<file path="src/rtl/uart_baud_gen_if.sv">
`default_nettype none
// ============================================================================
// Module      : uart_baud_gen_if
// Description : Control/status bundle between the UART core and its baud-tick
//               generator.
//               Controls (core -> generator):
//                 enable     - run tick generation; low holds the block idle
//                 div_int    - integer divisor request (DIV_W bits)
//                 div_frac   - fractional divisor request (FRAC_W bits)
//                 div_load   - one-cycle pulse, capture div_int/div_frac
//                 rx_resync  - one-cycle pulse, restart rx bit phase
//               Status (generator -> core):
//                 rx_tick    - oversample tick, 1 clk wide
//                 rx_sample  - mid-bit strobe, 1 clk wide
//                 rx_phase   - rx phase within the bit (PH_W bits)
//                 tx_tick    - bit-rate tick, 1 clk wide
//                 div_pending- loaded divisor not yet applied
// Revision    : 1.0 - initial release
// ============================================================================
interface uart_baud_gen_if #(
    parameter int DIV_W  = 16,
    parameter int FRAC_W = 4,
    parameter int PH_W   = 4
);
    logic              enable;
    logic [DIV_W-1:0]  div_int;
    logic [FRAC_W-1:0] div_frac;
    logic              div_load;
    logic              rx_resync;
    logic              rx_tick;
    logic              rx_sample;
    logic [PH_W-1:0]   rx_phase;
    logic              tx_tick;
    logic              div_pending;

    // UART core side
    modport master (
        output enable, div_int, div_frac, div_load, rx_resync,
        input  rx_tick, rx_sample, rx_phase, tx_tick, div_pending
    );

    // Baud generator side
    modport slave (
        input  enable, div_int, div_frac, div_load, rx_resync,
        output rx_tick, rx_sample, rx_phase, tx_tick, div_pending
    );
endinterface
`default_nettype wire

</file>
<file path="src/rtl/uart_baud_gen.sv">
`default_nettype none
// ============================================================================
// Module      : uart_baud_gen
// Description : Fractional baud-tick generator. A down-counter plus a
//               fractional accumulator produce an oversample tick whose
//               average period is act_int + act_frac/2^FRAC_W clk cycles.
//               Two phase counters derive the mid-bit rx strobe and the
//               bit-rate tx tick from that oversample tick. The divisor is
//               double-buffered so a runtime change only ever takes effect
//               on a period boundary.
//               OVERSAMPLE must be a power of two and at least 4.
// Ports       : clk        - system clock
//               reset_n    - asynchronous active-low reset
//               bus        - uart_baud_gen_if.slave (enable, divisor load,
//                            rx resync in; rx/tx ticks, phase, pending out)
// Revision    : 1.0 - initial release
// ============================================================================
module uart_baud_gen #(
    parameter int DIV_W      = 16,
    parameter int FRAC_W     = 4,
    parameter int OVERSAMPLE = 16,
    parameter int RESET_DIV  = 325,
    parameter int RESET_FRAC = 0
) (
    input  wire logic      clk,
    input  wire logic      reset_n,
    uart_baud_gen_if.slave bus
);

    localparam int                PH_W        = $clog2(OVERSAMPLE);
    localparam logic [PH_W-1:0]   PH_LAST     = PH_W'(OVERSAMPLE - 1);
    localparam logic [PH_W-1:0]   PH_MID      = PH_W'(OVERSAMPLE / 2 - 1);
    localparam logic [DIV_W-1:0]  RST_INT     = DIV_W'(RESET_DIV);
    localparam logic [FRAC_W-1:0] RST_FRAC    = FRAC_W'(RESET_FRAC);
    localparam logic [DIV_W-1:0]  RST_EFF     = (RST_INT == '0) ? DIV_W'(1) : RST_INT;
    localparam logic [DIV_W-1:0]  RST_CNT     = RST_EFF - DIV_W'(1);

    // ------------------------------------------------------------------
    // State
    // ------------------------------------------------------------------
    logic [DIV_W-1:0]  pend_int;
    logic [FRAC_W-1:0] pend_frac;
    logic [DIV_W-1:0]  act_int;
    logic [FRAC_W-1:0] act_frac;
    logic [DIV_W-1:0]  cnt;
    logic [FRAC_W-1:0] acc;
    logic [PH_W-1:0]   rx_ph;
    logic [PH_W-1:0]   tx_ph;
    logic              pending;
    logic              rx_tick_q;
    logic              rx_sample_q;
    logic              tx_tick_q;

    // ------------------------------------------------------------------
    // Combinational divider datapath
    // ------------------------------------------------------------------
    logic              tick;
    logic              apply;
    logic [DIV_W-1:0]  new_int;
    logic [FRAC_W-1:0] new_frac;
    logic [DIV_W-1:0]  eff_int;
    logic [FRAC_W:0]   acc_full;
    logic              carry;
    logic [DIV_W-1:0]  reload;

    always_comb begin
        tick  = bus.enable && (cnt == '0);
        // The pending divisor is adopted on a period boundary while running,
        // or straight away while idle, so no runt period can ever occur.
        apply = pending && (!bus.enable || tick);

        // The reload at the applying tick already uses the new divisor.
        new_int  = apply ? pend_int  : act_int;
        new_frac = apply ? pend_frac : act_frac;
        eff_int  = (new_int == '0) ? DIV_W'(1) : new_int;

        acc_full = {1'b0, acc} + {1'b0, new_frac};
        carry    = acc_full[FRAC_W];
        // eff_int - 1 + carry never exceeds eff_int, so it fits in DIV_W.
        reload   = eff_int - DIV_W'(1) + DIV_W'(carry);
    end

    // ------------------------------------------------------------------
    // Divisor double buffer. A load that coincides with the copy wins:
    // pend_* takes the new request and the pending flag stays set, while
    // act_* still receives the previously pending value.
    // ------------------------------------------------------------------
    always_ff @(posedge clk or negedge reset_n) begin
        if (!reset_n) begin
            pend_int  <= RST_INT;
            pend_frac <= RST_FRAC;
            act_int   <= RST_INT;
            act_frac  <= RST_FRAC;
            pending   <= 1'b0;
        end else begin
            if (bus.div_load) begin
                pend_int  <= bus.div_int;
                pend_frac <= bus.div_frac;
                pending   <= 1'b1;
            end else if (apply) begin
                pending   <= 1'b0;
            end

            if (apply) begin
                act_int  <= pend_int;
                act_frac <= pend_frac;
            end
        end
    end

    // ------------------------------------------------------------------
    // Period counter and fractional accumulator
    // ------------------------------------------------------------------
    always_ff @(posedge clk or negedge reset_n) begin
        if (!reset_n) begin
            cnt <= RST_CNT;
            acc <= '0;
        end else if (!bus.enable) begin
            // Preset so the first tick lands eff_int edges after enable.
            cnt <= eff_int - DIV_W'(1);
            acc <= '0;
        end else if (tick) begin
            cnt <= reload;
            acc <= acc_full[FRAC_W-1:0];
        end else begin
            cnt <= cnt - DIV_W'(1);
        end
    end

    // ------------------------------------------------------------------
    // Phase counters. Power-of-two OVERSAMPLE makes the natural wrap of
    // the PH_W-bit adders the required modulo. rx_resync only touches the
    // rx phase, so tx bit timing is never disturbed by receive alignment.
    // ------------------------------------------------------------------
    always_ff @(posedge clk or negedge reset_n) begin
        if (!reset_n) begin
            rx_ph <= '0;
            tx_ph <= '0;
        end else if (!bus.enable) begin
            rx_ph <= '0;
            tx_ph <= '0;
        end else begin
            if (tick) begin
                tx_ph <= tx_ph + PH_W'(1);
            end

            if (bus.rx_resync) begin
                rx_ph <= '0;
            end else if (tick) begin
                rx_ph <= rx_ph + PH_W'(1);
            end
        end
    end

    // ------------------------------------------------------------------
    // Registered strobes; decoded from pre-increment phase values.
    // ------------------------------------------------------------------
    always_ff @(posedge clk or negedge reset_n) begin
        if (!reset_n) begin
            rx_tick_q   <= 1'b0;
            rx_sample_q <= 1'b0;
            tx_tick_q   <= 1'b0;
        end else begin
            rx_tick_q   <= tick;
            rx_sample_q <= tick && (rx_ph == PH_MID);
            tx_tick_q   <= tick && (tx_ph == PH_LAST);
        end
    end

    assign bus.rx_tick     = rx_tick_q;
    assign bus.rx_sample   = rx_sample_q;
    assign bus.tx_tick     = tx_tick_q;
    assign bus.rx_phase    = rx_ph;
    assign bus.div_pending = pending;

endmodule
`default_nettype wire

</file>
<file path="src/flat_wrapper.sv">
// flat-port wrapper written by rule: the top's interface ports become plain ports
module uart_baud_gen_flat 
#(
    parameter int DIV_W      = 16,
    parameter int FRAC_W     = 4,
    parameter int OVERSAMPLE = 16,
    parameter int RESET_DIV  = 325,
    parameter int RESET_FRAC = 0
)
  (clk, reset_n, bus_enable, bus_div_int, bus_div_frac, bus_div_load, bus_rx_resync, bus_rx_tick, bus_rx_sample, bus_rx_phase, bus_tx_tick, bus_div_pending);
  uart_baud_gen_if #(.DIV_W(DIV_W), .FRAC_W(FRAC_W), .PH_W((4))) bus_i ();
  input  wire logic clk;
  input  wire logic reset_n;
  input wire logic [$bits(bus_i.enable)-1:0] bus_enable;
  input wire logic [$bits(bus_i.div_int)-1:0] bus_div_int;
  input wire logic [$bits(bus_i.div_frac)-1:0] bus_div_frac;
  input wire logic [$bits(bus_i.div_load)-1:0] bus_div_load;
  input wire logic [$bits(bus_i.rx_resync)-1:0] bus_rx_resync;
  output wire logic [$bits(bus_i.rx_tick)-1:0] bus_rx_tick;
  output wire logic [$bits(bus_i.rx_sample)-1:0] bus_rx_sample;
  output wire logic [$bits(bus_i.rx_phase)-1:0] bus_rx_phase;
  output wire logic [$bits(bus_i.tx_tick)-1:0] bus_tx_tick;
  output wire logic [$bits(bus_i.div_pending)-1:0] bus_div_pending;
  assign bus_i.enable = bus_enable;
  assign bus_i.div_int = bus_div_int;
  assign bus_i.div_frac = bus_div_frac;
  assign bus_i.div_load = bus_div_load;
  assign bus_i.rx_resync = bus_rx_resync;
  assign bus_rx_tick = bus_i.rx_tick;
  assign bus_rx_sample = bus_i.rx_sample;
  assign bus_rx_phase = bus_i.rx_phase;
  assign bus_tx_tick = bus_i.tx_tick;
  assign bus_div_pending = bus_i.div_pending;
  uart_baud_gen #(.DIV_W(DIV_W), .FRAC_W(FRAC_W), .OVERSAMPLE(OVERSAMPLE), .RESET_DIV(RESET_DIV), .RESET_FRAC(RESET_FRAC)) u_core (.clk(clk), .reset_n(reset_n), .bus(bus_i));
endmodule
</file>
<file path="config.mk">
export PLATFORM = sky130hd
export DESIGN_NAME = uart_baud_gen_flat
export DESIGN_NICKNAME = d
export VERILOG_FILES = /design/src/rtl/uart_baud_gen_if.sv /design/src/rtl/uart_baud_gen.sv /design/src/flat_wrapper.sv
export SDC_FILE = /design/constraint.sdc
export NUM_CORES = 1
export LEC_CHECK = 0
export ABC_AREA = 1
export ABC_CLOCK_PERIOD_IN_PS = 3650
export BUFFER_PORTS_ARGS = -buffer_cell sky130_fd_sc_hd__buf_2
export CAP_MARGIN = 30
export CORE_AREA = 10 10 131 133
export DETAILED_ROUTE_END_ITERATION = 10
export DIE_AREA = 0 0 141 143
export PLACE_DENSITY = 0.42
export SLEW_MARGIN = 25
export SYNTH_ARGS = -nofsm -noshare
export SYNTH_HDL_FRONTEND = slang
export SYNTH_SLANG_ARGS = --single-unit
export TNS_END_PERCENT = 50
</file>
<file path="constraint.sdc">
create_clock -name clk -period 3.65 [get_ports clk]
set_input_delay 0.1825 -clock clk [delete_from_list [all_inputs] [get_ports clk]]
set_output_delay 0.1825 -clock clk [all_outputs]
set_load 0.01 [all_outputs]
</file>
Word level (Yosys, flattened, before mapping). Cells that the tools add are included.

$add $sub $neg: 6. Eq/ne operators: 4. Multiplexer cells: 14. Reductions and logical operators: 9.

Operators with widths (count): 16-bit two-way mux (4); 16-bit zero test (2); 4-bit two-way mux (8); 16-bit by 1-bit subtractor with 16-bit output (second input constant) (2); 16-bit by 1-bit adder with 16-bit output (1); 4-bit by 1-bit adder with 4-bit output (second input constant) (2); 4-bit by 4-bit adder with 5-bit output (1); 4-bit by 3-bit equality test with 1-bit output (second input constant) (1); 4-bit equality test (second input constant) (1); 1-bit logical AND (4); 3-bit by 1-bit inequality test with 1-bit output (second input constant) (1); 1-bit two-way mux (2); 2-bit by 1-bit inequality test with 1-bit output (second input constant) (1); 2-bit nonzero test (1); 1-bit zero test (1); 1-bit logical OR (1).

Register bits after elaboration: 72. Bits of input ports: 25. Output and inout bits: 8. Word-level logic and storage cells: 45.

Longest topological paths before layout.
Depth after elaboration: 11. Depth in mapped cells: 28. Depth with buffers taken out: 27.

Worst setup path before layout. No wires, ideal clock.

Kind: reg-to-reg. Start point: reg u_core.cnt[0]. End point: reg u_core.cnt[14]. Library setup time: 0.121 ns. Arrival: 3.150 ns. Data required time: 3.529 ns. Path slack: 0.379 ns. Stages on the path, launching flop included: 27. Path buffers: 1. Period minus slack after synthesis: 3.271 ns. Cells stage by stage: dfrtp_1 inv_1 ha_1 nand2_2 nor2_2 nand2_4 nand2_8 nand2_8 buf_6 nand2_1 o21ai_0 ha_1 fa_1 a21oi_1 o21bai_1 ha_1 ha_1 nand2_1 inv_1 nand3_2 nor2_4 nand2_4 nor2_8 nand2_1 nand2_1 nand3_1 nand2_1.

Elaborated cells on any way between the ends: 14. Classes of those cells: 4 x add/sub; 5 x mux; 5 x reduce/logical.

RTL lines: start: declaration (RTL line uart_baud_gen.sv:45) `logic [DIV_W-1:0] cnt;`; start signal: assignment (RTL line uart_baud_gen.sv:120) `cnt <= eff_int - DIV_W'(1);`; start signal: assignment (RTL line uart_baud_gen.sv:123) `cnt <= reload;`; start signal: assignment (RTL line uart_baud_gen.sv:126) `cnt <= cnt - DIV_W'(1);`; 16-bit zero test (RTL line uart_baud_gen.sv:67) `tick = bus.enable && (cnt == '0);`; 1-bit logical AND (RTL line uart_baud_gen.sv:67); 1-bit logical OR (RTL line uart_baud_gen.sv:70) `apply = pending && (!bus.enable || tick);`; 1-bit logical AND (RTL line uart_baud_gen.sv:70); 4-bit two-way mux (RTL line uart_baud_gen.sv:74) `new_frac = apply ? pend_frac : act_frac;`; via u_core.new_frac[0] (RTL line uart_baud_gen.sv:60) `logic [FRAC_W-1:0] new_frac;`; 4-bit by 4-bit adder with 5-bit output (RTL line uart_baud_gen.sv:77) `acc_full = {1'b0, acc} + {1'b0, new_frac};`; 16-bit by 1-bit adder with 16-bit output (RTL line uart_baud_gen.sv:80) `reload = eff_int - DIV_W'(1) + DIV_W'(carry);`; 16-bit two-way mux (RTL line uart_baud_gen.sv:122) `end else if (tick) begin`; 16-bit two-way mux (RTL line uart_baud_gen.sv:118) `end else if (!bus.enable) begin`.

The timed path passes the listed nets, and every way through them passes these cells. A chain may end at the register's enable or synchronous reset.

Final worst setup path.
Start point: reg u_core.cnt[6]. End point: reg u_core.cnt[10].

Cells in the longest elaborated chain, start to end: 11. Elaborated cells on any way between the ends: 14. Classes of those cells: 4 x add/sub; 5 x mux; 5 x reduce/logical.

Ends and longest elaborated chain: 16-bit zero test * (RTL line uart_baud_gen.sv:67); 1-bit logical AND * (RTL line uart_baud_gen.sv:67); 1-bit logical OR * (RTL line uart_baud_gen.sv:70); 1-bit logical AND * (RTL line uart_baud_gen.sv:70); 16-bit two-way mux * (RTL line uart_baud_gen.sv:73) `new_int = apply ? pend_int : act_int;`; via u_core.new_int[7] (RTL line uart_baud_gen.sv:59) `logic [DIV_W-1:0] new_int;`; 16-bit zero test (RTL line uart_baud_gen.sv:75) `eff_int = (new_int == '0) ? DIV_W'(1) : new_int;`; 16-bit two-way mux * (RTL line uart_baud_gen.sv:75); 16-bit by 1-bit subtractor with 16-bit output * (RTL line uart_baud_gen.sv:80, uart_baud_gen.sv:120); 16-bit by 1-bit adder with 16-bit output (RTL line uart_baud_gen.sv:80); 16-bit two-way mux (RTL line uart_baud_gen.sv:122); 16-bit two-way mux * (RTL line uart_baud_gen.sv:118).

The timed path passes the listed nets; every way through them passes the cells marked *.

==> run_results.csv <==
group,metric,value,unit
status,status,"finished clean",
clocking,numCtsBuffers,9,
sta,hold_viol_final,0,
clocking,h-tree-depth,3,
drt,drt_wl_total,11300,um
power,p_int,1810,uW
sta,tightest_slew,0.889,ns
sta,setup_violations,0,
critical_path,ff2ff_setup_slack,0.28,ns
sta,skew,0.00480,ns
hold_path,worstHoldPathCells,3,
global_routing,grt_pass1_wl,18400,um
cells_and_area,syn_to_final_growth,26.9,%
power,irDropWorstVdd,0.000258,V
critical_path,critPathLaunch,"u_core.cnt[6]$_DFF_PN1_",
cells_and_area,drive_gt1_frac,0.372,
power,clock_power_share,0.329,
cells_and_area,seq_area,1820,um2
cells_and_area,num_antenna_cells,0,
power,switchingPower,915,uW
hold_path,min_path_type,"in2reg",
global_routing,antenna_found_initial,0,
yosys,syn_area,4300,um2
clocking,path_clk_slew,0.06,ns
clocking,cts_buffer_depth,2,
critical_path,required,3.88,ns
sta,timing.fmax,296,MHz
drt,drc,0,
sta,finalMaxSlewViolations,0,
critical_path,arrival,3.60,ns
global_routing,grt.met1_usage,0.142,
floorplanning,num_io_pins,33,
cells_and_area,stdcell_area,5460,um2
critical_path,critPathMaxFanout,7,
placed_design,place_area,4830,um2
sta,max_slew_margin,0.407,
placed_design,io_buffers,32,
critical_path,worst_setup_path_start_kind,"flip-flop",
cells_and_area,fillCellCount,1515,
yosys,ys_seq_area_frac,0.422,
critical_path,path_class,"reg2reg",
yosys,ys_types,51,
sta,rsz0062_at_grt,"false",
sta,finalCritPeriodShare,0.924,
drt,vias,3498,
critical_path,reg2reg_depth,25,
sta,tns,0,ns
power,pwr-share-comb,0.301,
clocking,clk_latency,0.34,ns
clocking,cts.sink_count,72,
placed_design,place.gp.congestion,0.836,
global_routing,grt_use_met3,0.0322,
drt,drt_first_pass_iters,4,
yosys,ys_ff_latch,72,
floorplanning,die_x,141,um
power,powerDensity,499,nW/um2
yosys,syn_area_per_cell,8.71,um2
floorplanning,rows,44,
yosys,synth_warnings,0,
global_routing,overflow,0,
sta,min_period,3.37,ns
drt,ant_nets,0,
yosys,synth_fp_nets,530,
cells_and_area,final_cells,760,
global_routing,grt_util_met2,0.179,
global_routing,grt-busiest-layer,"met2",
critical_path,rr_endpoint,"u_core.cnt[10]$_DFF_PN0_",
power,p_leak,0.00259,uW
clocking,root_buffer,"clkbuf_16",
placed_design,hpwl,8180,um
floorplanning,dieArea,20200,um2
floorplanning,die_h,143,um
critical_path,r2r_start,"u_core.cnt[6]$_DFF_PN1_",
cells_and_area,final_nets,607,
job,cap_violations,0,
cells_and_area,multi_input_area,2390,um2
critical_path,worstSetupEndpointType,"flip-flop",
global_routing,grt.total_usage,0.114,
placed_design,dp_cells,723,
global_routing,grt_pass1_vias,3631,
drt,wl_per_cell,14.8,um
power,switching_share,0.336,
power,power_frac_seq,0.370,
sta,whs,0.0483,ns
drt,vias_per_cell,4.60,
floorplanning,coreArea,14400,um2
critical_path,cp-endpoint,"u_core.cnt[10]$_DFF_PN0_",
clocking,cts_tree,"yes",
global_routing,grt_max_degree,44,
floorplanning,initial_utilization,0.298,
drt,drt_iter0_drc,175,
yosys,synth_cells,494,
routing by layer:
metal | vias to the layer above | wire length [um]
met5 | - | 0
met4 | 0 | 237
met3 | 19 | 308
met2 | 47 | 5320
met1 | 1657 | 5390
li1 | 1775 | -
placed cells by master, fill, tap and decap left out, types with 2 or more instances in the layout:
master      n
o21ai_2     2
nand3_4     2
a22oi_1     3
o21bai_1    2
nand4_2     2
nand2_4    11
nor2_1     27
inv_2       5
nand2_8     4
mux2_2     15
nor2_2     13
xor2_2      2
o21ai_0    22
nor3_1      5
o211ai_1    3
nand4_1     6
ha_1        7
o22ai_1     3
xor2_1      8
nand3_1    40
nand2_1    84
buf_4      42
nand2_2    29
nor2_4     14
dfrtp_1    60
a22o_1      3
a21oi_1    14
xnor2_1     6
or2_2       3
clkbuf_16   9
nand3_2     3
dfstp_2    11
o21ai_1     5
buf_2      31
ha_4        2
o221ai_1    4
clkinv_2    2
inv_1      49
registers in the layout, summed over array words and instances (netlist names):
| name | count |
|---|---|
| u_core.acc | 4 |
| u_core.act_frac | 4 |
| u_core.act_int | 16 |
| u_core.bus.div_pending | 1 |
| u_core.bus.rx_phase | 4 |
| u_core.bus.rx_sample | 1 |
| u_core.bus.rx_tick | 1 |
| u_core.bus.tx_tick | 1 |
| u_core.cnt | 16 |
| u_core.pend_frac | 4 |
| u_core.pend_int | 16 |
| u_core.tx_ph | 4 |
cell families after synthesis:
family                   share of synthesized area
AO/OA/AOI/OAI                               0.0939
XOR/XNOR                                    0.0381
adder cells (fa/ha/maj)                     0.0337
buffers and inverters                       0.0678
flip-flops                                   0.422
multiplexers                                0.0416
AND/OR/NAND/NOR                              0.303
stage by stage:
stage               worst slack, ns   util  power (uW)
floorplan                     0.379      -        1490
global placement             0.0950  0.333        1720
detailed placement           0.0207  0.335        1720
CTS                          0.0397  0.356        2640
global route                0.00779  0.378        2910
finish                        0.276  0.378        2720
power by group through the flow:
stage | sequential, uW | clock [uW] | combinational [uW]
floorplan | 991 | 0 | 502
global placement | 1020 | 0 | 703
detailed placement | 1010 | 0 | 711
CTS | 1000 | 924 | 713
global route | 1020 | 966 | 923
finish | 1010 | 895 | 821
area by class of cell:
cell class,instances,area share
multi-input combinational,357,0.437
sequential,72,0.333
timing repair buffer,76,0.0951
clock buffer,11,0.0445
tap,184,0.0422
inverter,55,0.0378
clock inverter,5,0.0103
cell usage after synthesis, drive strengths merged:
master / n / area share
nand2: 125 / 0.14
dfrtp: 61 / 0.35
nor2: 55 / 0.073
inv: 54 / 0.047
nand3: 45 / 0.059
o21ai: 29 / 0.035
a21oi: 15 / 0.017
mux2: 15 / 0.039
dfstp: 11 / 0.067
ha: 10 / 0.029
xor2: 10 / 0.022
nand4: 8 / 0.015
clkbuf: 7 / 0.0061
xnor2: 7 / 0.016
buf: 6 / 0.014
nor3: 5 / 0.0058
o221ai: 4 / 0.0081
a22o: 3 / 0.0061
a22oi: 3 / 0.0052
o211ai: 3 / 0.0052
o22ai: 3 / 0.0044
or2: 3 / 0.0044
o21bai: 2 / 0.0035
a21boi: 1 / 0.0017
a21o: 1 / 0.0017
a31o: 1 / 0.0020
a32oi: 1 / 0.0020
clkinv: 1 / 0.00087
fa: 1 / 0.0047
mux2i: 1 / 0.0023
nor4: 1 / 0.0015
o31ai: 1 / 0.0017
or3: 1 / 0.0015
how the worst min path moves through the flow:
stage | slack [ns] | end | start
after detailed placement | 0.17 | u_core.cnt[15]$_DFF_PN0_ | reset_n
after floorplan | -0.11 | u_core.acc[0]$_DFFE_PN0P_ | reset_n
after global placement | 0.39 | u_core.pend_frac[1]$_DFFE_PN0P_ | bus_div_frac[1]
after global routing | 0.04 | u_core.pend_frac[3]$_DFFE_PN0P_ | bus_div_frac[3]
after CTS | 0.04 | u_core.pend_frac[0]$_DFFE_PN0P_ | bus_div_frac[0]
final | 0.05 | u_core.pend_frac[0]$_DFFE_PN0P_ | bus_div_frac[0]
timing repair:
item | CTS | global route
resized for setup | 1 | 41
endpoints found under the hold margin | 26 | 0
hold buffers | 1 | 0
buffers inserted | 0 | 17
pin swaps | 0 | 18
gates cloned | 0 | 3
endpoints found under the setup margin | 1 | 11
critical path, stage by stage, from the launching register on:
cell and delay (ns):
dfstp_2 0.56, nor2_2 0.05, nand2_2 0.09, nor2_4 0.05, nand2_4 0.13, nand2_8 0.13, buf_4 0.18, buf_4 0.13
nand3_1 0.07, nand2_2 0.08, nor2_4 0.10, nand2_2 0.08, nor2_4 0.17, a21oi_4 0.09, ha_4 0.25, inv_1 0.07
ha_2 0.18, nand2_1 0.07, inv_1 0.08, nand3_2 0.11, nor2_4 0.17, nand2_4 0.09, nor2_8 0.11, nand2_1 0.06
nand3_1 0.09, nand3_1 0.07
Note: power is estimated with default switching activity, not from simulation.
